==> src/rtl/lc3_int_ctrl.sv <==
// Multi-source interrupt controller for the LC-3: per-source edge latching,
// priority arbitration against PSR priority, and an offer/ack handshake to control.
module lc3_int_ctrl #(
    parameter int          NUM_SRC  = 4,
    parameter int          PRIO_W   = 3,
    parameter int          VEC_W    = 8,
    parameter logic [15:0] VEC_BASE = 16'h0100,
    parameter int          IDX_W    = (NUM_SRC > 1) ? $clog2(NUM_SRC) : 1
) (
    input  logic                      clk,
    input  logic                      rst,
    input  logic [NUM_SRC-1:0]        irq,
    input  logic [NUM_SRC-1:0]        src_en,
    input  logic [NUM_SRC*PRIO_W-1:0] src_prio,
    input  logic [NUM_SRC*VEC_W-1:0]  src_vec,
    input  logic [PRIO_W-1:0]         psr_prio,
    input  logic                      int_ack,
    input  logic                      clr_en,
    input  logic [IDX_W-1:0]          clr_idx,
    output logic                      int_o,
    output logic [15:0]               int_vec,
    output logic [PRIO_W-1:0]         int_prio,
    output logic [IDX_W-1:0]          int_src,
    output logic [NUM_SRC-1:0]        pend,
    output logic [NUM_SRC-1:0]        ovf
);

    typedef enum logic [1:0] {IDLE, OFFER, RECOVER} state_t;

    state_t               state;
    logic [NUM_SRC-1:0]   irq_q;
    logic [NUM_SRC-1:0]   edge_det;
    logic [NUM_SRC-1:0]   clr_hit;
    logic [NUM_SRC-1:0]   ack_hit;
    logic [NUM_SRC-1:0]   elig;
    logic [NUM_SRC-1:0]   pend_next;
    logic [NUM_SRC-1:0]   ovf_next;

    logic                 win_found;
    logic [IDX_W-1:0]     win_idx;
    logic [PRIO_W-1:0]    win_prio;
    logic [VEC_W-1:0]     win_vec;
    logic [15:0]          win_vec_ext;

    generate
        for (genvar gi = 0; gi < NUM_SRC; gi++) begin : g_src
            assign edge_det[gi] = irq[gi] & ~irq_q[gi];
            // Out-of-range clear indices simply match no source.
            assign clr_hit[gi]  = clr_en && (int'(clr_idx) == gi);
            assign ack_hit[gi]  = (state == OFFER) && int_ack && (int'(int_src) == gi);
            assign elig[gi]     = pend[gi] & src_en[gi] &
                                  (src_prio[gi*PRIO_W +: PRIO_W] > psr_prio);

            // A new edge always wins over a same-cycle clear or ack.
            always_comb begin
                pend_next[gi] = pend[gi];
                ovf_next[gi]  = ovf[gi];
                if (edge_det[gi]) begin
                    pend_next[gi] = 1'b1;
                    if (pend[gi] && !clr_hit[gi] && !ack_hit[gi])
                        ovf_next[gi] = 1'b1;
                end else if (clr_hit[gi]) begin
                    pend_next[gi] = 1'b0;
                    ovf_next[gi]  = 1'b0;
                end else if (ack_hit[gi]) begin
                    pend_next[gi] = 1'b0;
                end
            end
        end
    endgenerate

    // Strict '>' keeps the lowest index on priority ties.
    always_comb begin
        win_found = 1'b0;
        win_idx   = '0;
        win_prio  = '0;
        win_vec   = '0;
        for (int i = 0; i < NUM_SRC; i++) begin
            if (elig[i] && (!win_found || (src_prio[i*PRIO_W +: PRIO_W] > win_prio))) begin
                win_found = 1'b1;
                win_idx   = IDX_W'(i);
                win_prio  = src_prio[i*PRIO_W +: PRIO_W];
                win_vec   = src_vec[i*VEC_W +: VEC_W];
            end
        end
        win_vec_ext              = '0;
        win_vec_ext[VEC_W-1:0]   = win_vec;
    end

    always_ff @(posedge clk or negedge rst) begin
        if (!rst) begin
            irq_q    <= '0;
            pend     <= '0;
            ovf      <= '0;
            state    <= IDLE;
            int_o    <= 1'b0;
            int_vec  <= '0;
            int_prio <= '0;
            int_src  <= '0;
        end else begin
            irq_q <= irq;
            pend  <= pend_next;
            ovf   <= ovf_next;
            case (state)
                IDLE: begin
                    if (win_found) begin
                        int_src  <= win_idx;
                        int_prio <= win_prio;
                        int_vec  <= VEC_BASE | win_vec_ext;
                        int_o    <= 1'b1;
                        state    <= OFFER;
                    end
                end
                OFFER: begin
                    if (int_ack) begin
                        int_o <= 1'b0;
                        state <= RECOVER;
                    end else if (!elig[int_src]) begin
                        int_o <= 1'b0;
                        state <= IDLE;
                    end
                end
                RECOVER: begin
                    // One quiet cycle so control sees the updated PSR priority.
                    state <= IDLE;
                end
                default: begin
                    int_o <= 1'b0;
                    state <= IDLE;
                end
            endcase
        end
    end

endmodule

==> config.mk <==
export PLATFORM = sky130hd
export DESIGN_NAME = lc3_int_ctrl
export DESIGN_NICKNAME = d
export VERILOG_FILES = /design/src/rtl/lc3_int_ctrl.sv
export SDC_FILE = /design/constraint.sdc
export NUM_CORES = 1
export LEC_CHECK = 0
export CAP_MARGIN = 20
export CORE_MARGIN = 10
export CORE_UTILIZATION = 47
export DETAILED_ROUTE_END_ITERATION = 7
export PLACE_DENSITY = 0.94
export SYNTH_ARGS = -nofsm -noshare
export SYNTH_HDL_FRONTEND = slang
export SYNTH_SLANG_ARGS = --single-unit
==> constraint.sdc <==
create_clock -name clk -period 11.35 [get_ports clk]
set_clock_uncertainty 0.05 [all_clocks]
set_input_delay 2.8375 -clock clk [delete_from_list [all_inputs] [get_ports clk]]
set_output_delay 2.8375 -clock clk [all_outputs]
set_load 0.02 [all_outputs]
==> results of run 1 <==
cell families after synthesis:
kind of cell	Yosys count	share of synthesized area (%)
AO/OA/AOI/OAI	81	30.34
other	1	0.1696
adder cells (fa/ha/maj)	21	11.88
AND/OR/NAND/NOR	64	15.11
multiplexers	2	1.019
buffers and inverters	35	8.658
flip-flops	29	32.82
final timing paths:
kind / end / slack, ns / cells past startpoint
max in group asynchronous: int_src[0]$_DFFE_PN0P_ / 8.10 / 2
hold reg to reg: pend[2]$_DFFE_PN0P_ / 0.41 / 1
setup reg to reg: int_prio[2]$_DFFE_PN0P_ / 5.85 / 24
hold / removal: pend[2]$_DFFE_PN0P_ / 0.41 / 1
setup / recovery: int_prio[2]$_DFFE_PN0P_ / 2.75 / 28
min in group asynchronous: int_src[1]$_DFFE_PN0P_ / 2.88 / 2
state kept, by name (all words and copies together), names as in the netlist:
name      count
int_o         1
ovf           4
int_src       2
int_prio      3
pend          4
state         2
irq_q         4
int_vec       9
per-stage QoR:
step / area, sq um / utilization (%) / hold WS (ns) / instances / total power, mW
floorplan: 2233 / - / 0.3767 / 239 / 0.3455
global placement: 3013 / 67.79 / 0.3929 / 358 / 0.4582
detailed placement: 3013 / 67.79 / 0.4060 / 358 / 0.4690
CTS: 3099 / 69.74 / 0.4154 / 365 / 0.5537
global route: 3099 / 69.74 / 0.4589 / 365 / 0.5902
finish: 3099 / 69.74 / 0.4098 / 365 / 0.5526
cells in the mapped netlist, types with 2 or more instances:
| cell | number | area (sq um) |
|---|---|---|
| buf_2 | 3 | 15.01 |
| nor2b_1 | 3 | 18.77 |
| nand2b_1 | 7 | 43.79 |
| dfrtp_1 | 29 | 725.7 |
| a22o_1 | 2 | 17.52 |
| a31oi_1 | 16 | 100.1 |
| nand3_1 | 6 | 30.03 |
| clkbuf_1 | 3 | 11.26 |
| a21oi_1 | 3 | 15.01 |
| or2b_1 | 2 | 15.01 |
| buf_4 | 8 | 60.06 |
| o21ai_0 | 14 | 70.07 |
| o21ai_1 | 5 | 25.02 |
| a221o_1 | 8 | 80.08 |
| a21o_1 | 2 | 15.01 |
| o211ai_1 | 5 | 37.54 |
| o211ai_2 | 8 | 100.1 |
| mux2_2 | 2 | 22.52 |
| nand2_1 | 15 | 56.30 |
| o21a_1 | 3 | 22.52 |
| inv_1 | 18 | 67.56 |
| nand4_1 | 2 | 12.51 |
| buf_6 | 2 | 22.52 |
| ha_1 | 21 | 262.8 |
| nor2_1 | 20 | 75.07 |
report_power, final:
group / leakage, nW / switching [mW] / internal [mW] / total [mW]
registers: 0.332 / 0.0311 / 0.142 / 0.173
clock network: 0.0443 / 0.0371 / 0.0480 / 0.0850
logic: 0.905 / 0.157 / 0.138 / 0.295
total: 1.28 / 0.225 / 0.327 / 0.553
layer usage:
metal | part of all wire, % | vias to the layer above
met1 | 40 | 1005
li1 | - | 1003
met3 | 6.9 | 9
met4 | 2.0 | 0
met5 | 0 | -
met2 | 51 | 75
final cells by class:
class | count | area, sq um
Fill cell | 342 | 1345
Inverter | 18 | 67.56
Clock buffer | 7 | 86.33
Multi-Input combinational cell | 175 | 1316
Timing Repair Buffer | 84 | 838.3
Tap cell | 52 | 65.06
Sequential cell | 29 | 725.7
==> results.toml, run 1 <==
[timing]
rsz0062_at_grt = "false"
setup_viol = 0
tightest_slew_ns = 0.7932
fin_tns_setup_ns = 0
slew_headroom_pct = 47.00
slew_violations = 0
hold_viol = 0
post-route-min-period_ns = 8.603
period_share_pct = 75.80
setup_ws_ns = 2.747
fmax_mhz = 116.2

[detailed_routing]
drtIter0Drc = 132
drc = 0
firstDrtPassIters = 4
post_drt_wl_per_cell_um = 18.61
vias_per_cell = 5.732
drtAntennaViolNets = 0
via_count = 2092
routed_wl_mm = 6.791

[clocking]
cts_max_level = 2
cts_inserted_buffers = 5
cts_sinks = 29
clk_path_buf_depth = 2
clk_latency_ns = 0.28
post-cts-setup-buffer-count = 0
cts_hold_buf = 0
cts_tree = "built"
cts_root_buffer = "clkbuf_8"
ctsResizeCount = 0
clk_pin_slew_ns = 0.06

[synthesis]
avgSynthCellArea_sq_um = 9.489
ys_seq_area_share_pct = 32.82
ys_ff_latch = 29
synth_edf_count = 0
ys_types = 51
yosys_most_used_dff = "dfrtp_1"
synth-async-reset-ratio_pct = 100.0
mappedNetlistArea_sq_um = 2211
ys.warnings.count = 0
syn_inst = 233

[job]
cap_violations = 0

[cells_and_area]
area_growth_syn_to_layout_pct = 40.18
final_cell_mix = "clkdlybuf4s50_1, dfrtp_1, ha_1, nor2_1, inv_1"
nNetsFinal = 395
drive_gt1_share_pct = 8.946
layout_commonest_cell = "clkdlybuf4s50_1"
diodes = 0

[hold_path]
hp-class = "reg2reg"
hp-start = "irq_q[2]$_DFF_PN0_"

[floorplanning]
core-area_sq_um = 4444
fp-row-count = 24
die_w_um = 88.59
ios = 91
chipHeight_um = 88.59
die_area_sq_um = 7847
start_util_pct = 49.75

[setup_path]
rr_startpoint = "pend[0]$_DFFE_PN0P_"
cp-end-kind = "register"
cp-startpoint = "psr_prio[1]"
required_ns = 11.50
cpPeakStageDelay_ns = 0.66
critical_path.top_delay_family = "compound AO/OA/AOI/OAI gates"
critPathMaxFanout = 17
arrival_ns = 8.75
worst-setup-path-type = "in2reg"
timing.critical_path.buf_inv = 3
slowest_stage = "a21boi_1"
crit_path_frequent_cell = "ha_1"
critPathLaunchType = "input pin"

[global_route]
grt-ovfl-total = 0
grt_pass1_wl_mm = 10.53
met1_usage_pct = 19.71
antenna_found_initial = 0
met2_usage_pct = 29.54
busiest_layer = "met2"
met3_usage_pct = 4.412
grt_pass1_vias = 2180
track_usage_pct = 17.09
grt_max_degree = 30

[pwr]
powerDensity_nw_per_um2 = 178.3
leakage_nw = 1.282
irDropWorstVdd_mv = 0.06679

[placed_design]
dp_slack_ns = 2.488
io_buffers = 83
gp_congestion = 0.8677
dpl.hpwl_mm = 5.691

[run_status]
status = "completed"
(Power assumes the default switching activity.)
==> run 2: changes to the inputs <==
Settings changed: CORE_UTILIZATION 47 to 39, PLACE_DENSITY 0.94 to 0.84.
Clock period 11.35 ns to 7.5 ns, I/O delays scaled along.
==> results.toml, run 2 (same netlist as run 1, synthesis figures left out) <==
[floorplanning]
core-area_sq_um = 5507
fp-row-count = 27
ios = 91
die_area_sq_um = 9080
die_w_um = 95.29
start_util_pct = 40.15
chipHeight_um = 95.29

[setup_path]
crit_end = "int_vec[0]$_DFFE_PN0P_"
critPathMaxFanout = 16
worst-setup-path-type = "in2reg"
cp-end-kind = "register"
r2r_cells = 24
worst-r2r-setup-slack_ns = 2.56
cp-startpoint = "src_prio[1]"
required_ns = 7.64
critPathLaunchType = "input pin"
rr_startpoint = "pend[0]$_DFFE_PN0P_"
arrival_ns = 7.23
timing.rr.end = "int_vec[0]$_DFFE_PN0P_"

[detailed_routing]
vias_per_cell = 5.293
drc = 0
firstDrtPassIters = 4
via_count = 2059
drtAntennaViolNets = 0
drtIter0Drc = 106
routed_wl_mm = 6.677
post_drt_wl_per_cell_um = 17.16

[timing]
setup_viol = 0
hold_viol = 0
rsz0062_at_grt = "false"
post-route-min-period_ns = 7.091
period_share_pct = 94.55
fmax_mhz = 141.0
fin_tns_setup_ns = 0
tightest_slew_ns = 0.6591
setup_ws_ns = 0.4085
slew_violations = 0
slew_headroom_pct = 56.06

[pwr]
power_mw = 0.8347
irDropWorstVdd_mv = 0.1390
leakage_nw = 1.303
powerDensity_nw_per_um2 = 264.6

[hold_path]
holdPathStages = 1
hp-class = "reg2reg"

[global_route]
track_usage_pct = 14.57
grt-ovfl-total = 0
grt_pass1_vias = 2121
antenna_found_initial = 0
grt_max_degree = 30
grt_pass1_wl_mm = 10.56

[placed_design]
dp_slack_ns = 0.1591
dpl.hpwl_mm = 5.666
io_buffers = 83
gp_congestion = 0.9076

[cells_and_area]
layout_commonest_cell = "clkdlybuf4s50_1"
area_growth_syn_to_layout_pct = 42.67
diodes = 0
final_cell_mix = "clkdlybuf4s50_1, dfrtp_1, ha_1, nor2_1, inv_1"
largest-register = "int_vec"
nNetsFinal = 399
largest_register_ffs = 9
drive_gt1_share_pct = 10.09

[clocking]
cts_inserted_buffers = 5
clk_latency_ns = 0.27
cts_root_buffer = "clkbuf_8"
cts_max_level = 2
cts_tree = "built"
post-cts-setup-buffer-count = 0
clk_pin_slew_ns = 0.06
cts_hold_buf = 0
clk_path_buf_depth = 2
ctsResizeCount = 0
cts_sinks = 29

[run_status]
status = "completed"

[job]
cap_violations = 0
[run 2: critical path: stages]
cell and delay [ns]:
clkdlybuf4s50_1 0.49, ha_1 0.36, nand3_1 0.11, o21ai_2 0.10, nor3_2 0.26, nand2_1 0.09
ha_1 0.29, nor2b_1 0.14, o21ai_1 0.12, a32oi_1 0.09, o41a_1 0.38, a22o_1 0.29
inv_1 0.07, ha_1 0.23, nor2b_1 0.14, o21a_1 0.16, o21ai_1 0.27, a21oi_4 0.12
or2b_1 0.20, o21ai_1 0.08, ha_1 0.30, a21o_1 0.16, a21oi_1 0.13, a311o_1 0.17
o21a_4 0.27, o211ai_1 0.16, a31oi_1 0.18
[run 2: through the flow]
stage          instances  util, %  cell area, sq um  hold WS (ns)
2_1_floorplan        239        -              2233        0.3767
3_3_place_gp         382    55.71              3068        0.3921
3_5_place_dp         382    55.71              3068        0.4050
4_1_cts              389    57.28              3154        0.4133
5_1_grt              389    57.28              3154        0.4433
6_report             389    57.28              3154        0.4076
[run 2: layout make-up]
cell class	instances	area [sq um]
tap	72	90.09
inverter	18	67.56
multi-input combinational	175	1316
sequential	29	725.7
fill	501	2352
clock buffer	7	86.33
timing repair buffer	88	868.3
[run 2: worst min-delay path by stage]
stage | startpoint | endpoint | slack [ns]
6_report | irq_q[2]$_DFF_PN0_ | pend[2]$_DFFE_PN0P_ | 0.41
3_3_place_gp | irq_q[2]$_DFF_PN0_ | pend[2]$_DFFE_PN0P_ | 0.39
3_5_place_dp | irq_q[2]$_DFF_PN0_ | pend[2]$_DFFE_PN0P_ | 0.41
5_1_grt | irq_q[2]$_DFF_PN0_ | pend[2]$_DFFE_PN0P_ | 0.44
2_1_floorplan | irq_q[2]$_DFF_PN0_ | pend[2]$_DFFE_PN0P_ | 0.38
4_1_cts | irq_q[2]$_DFF_PN0_ | pend[2]$_DFFE_PN0P_ | 0.41
[run 2: where the power goes]
group / leakage [nW] / switching (mW) / internal [mW]
combinational: 0.926 / 0.234 / 0.211
clock: 0.0443 / 0.0540 / 0.0726
sequential: 0.332 / 0.0481 / 0.214
total: 1.30 / 0.336 / 0.498
[run 2: metal layers]
layer | GRT usage [%] | share of wire, % | vias up
li1 | - | - | 1015
met1 | 17.39 | 41 | 978
met2 | 26.02 | 53 | 58
met3 | 2.200 | 4.3 | 8
met4 | 4.738 | 1.6 | 0
met5 | 0 | 0 | -
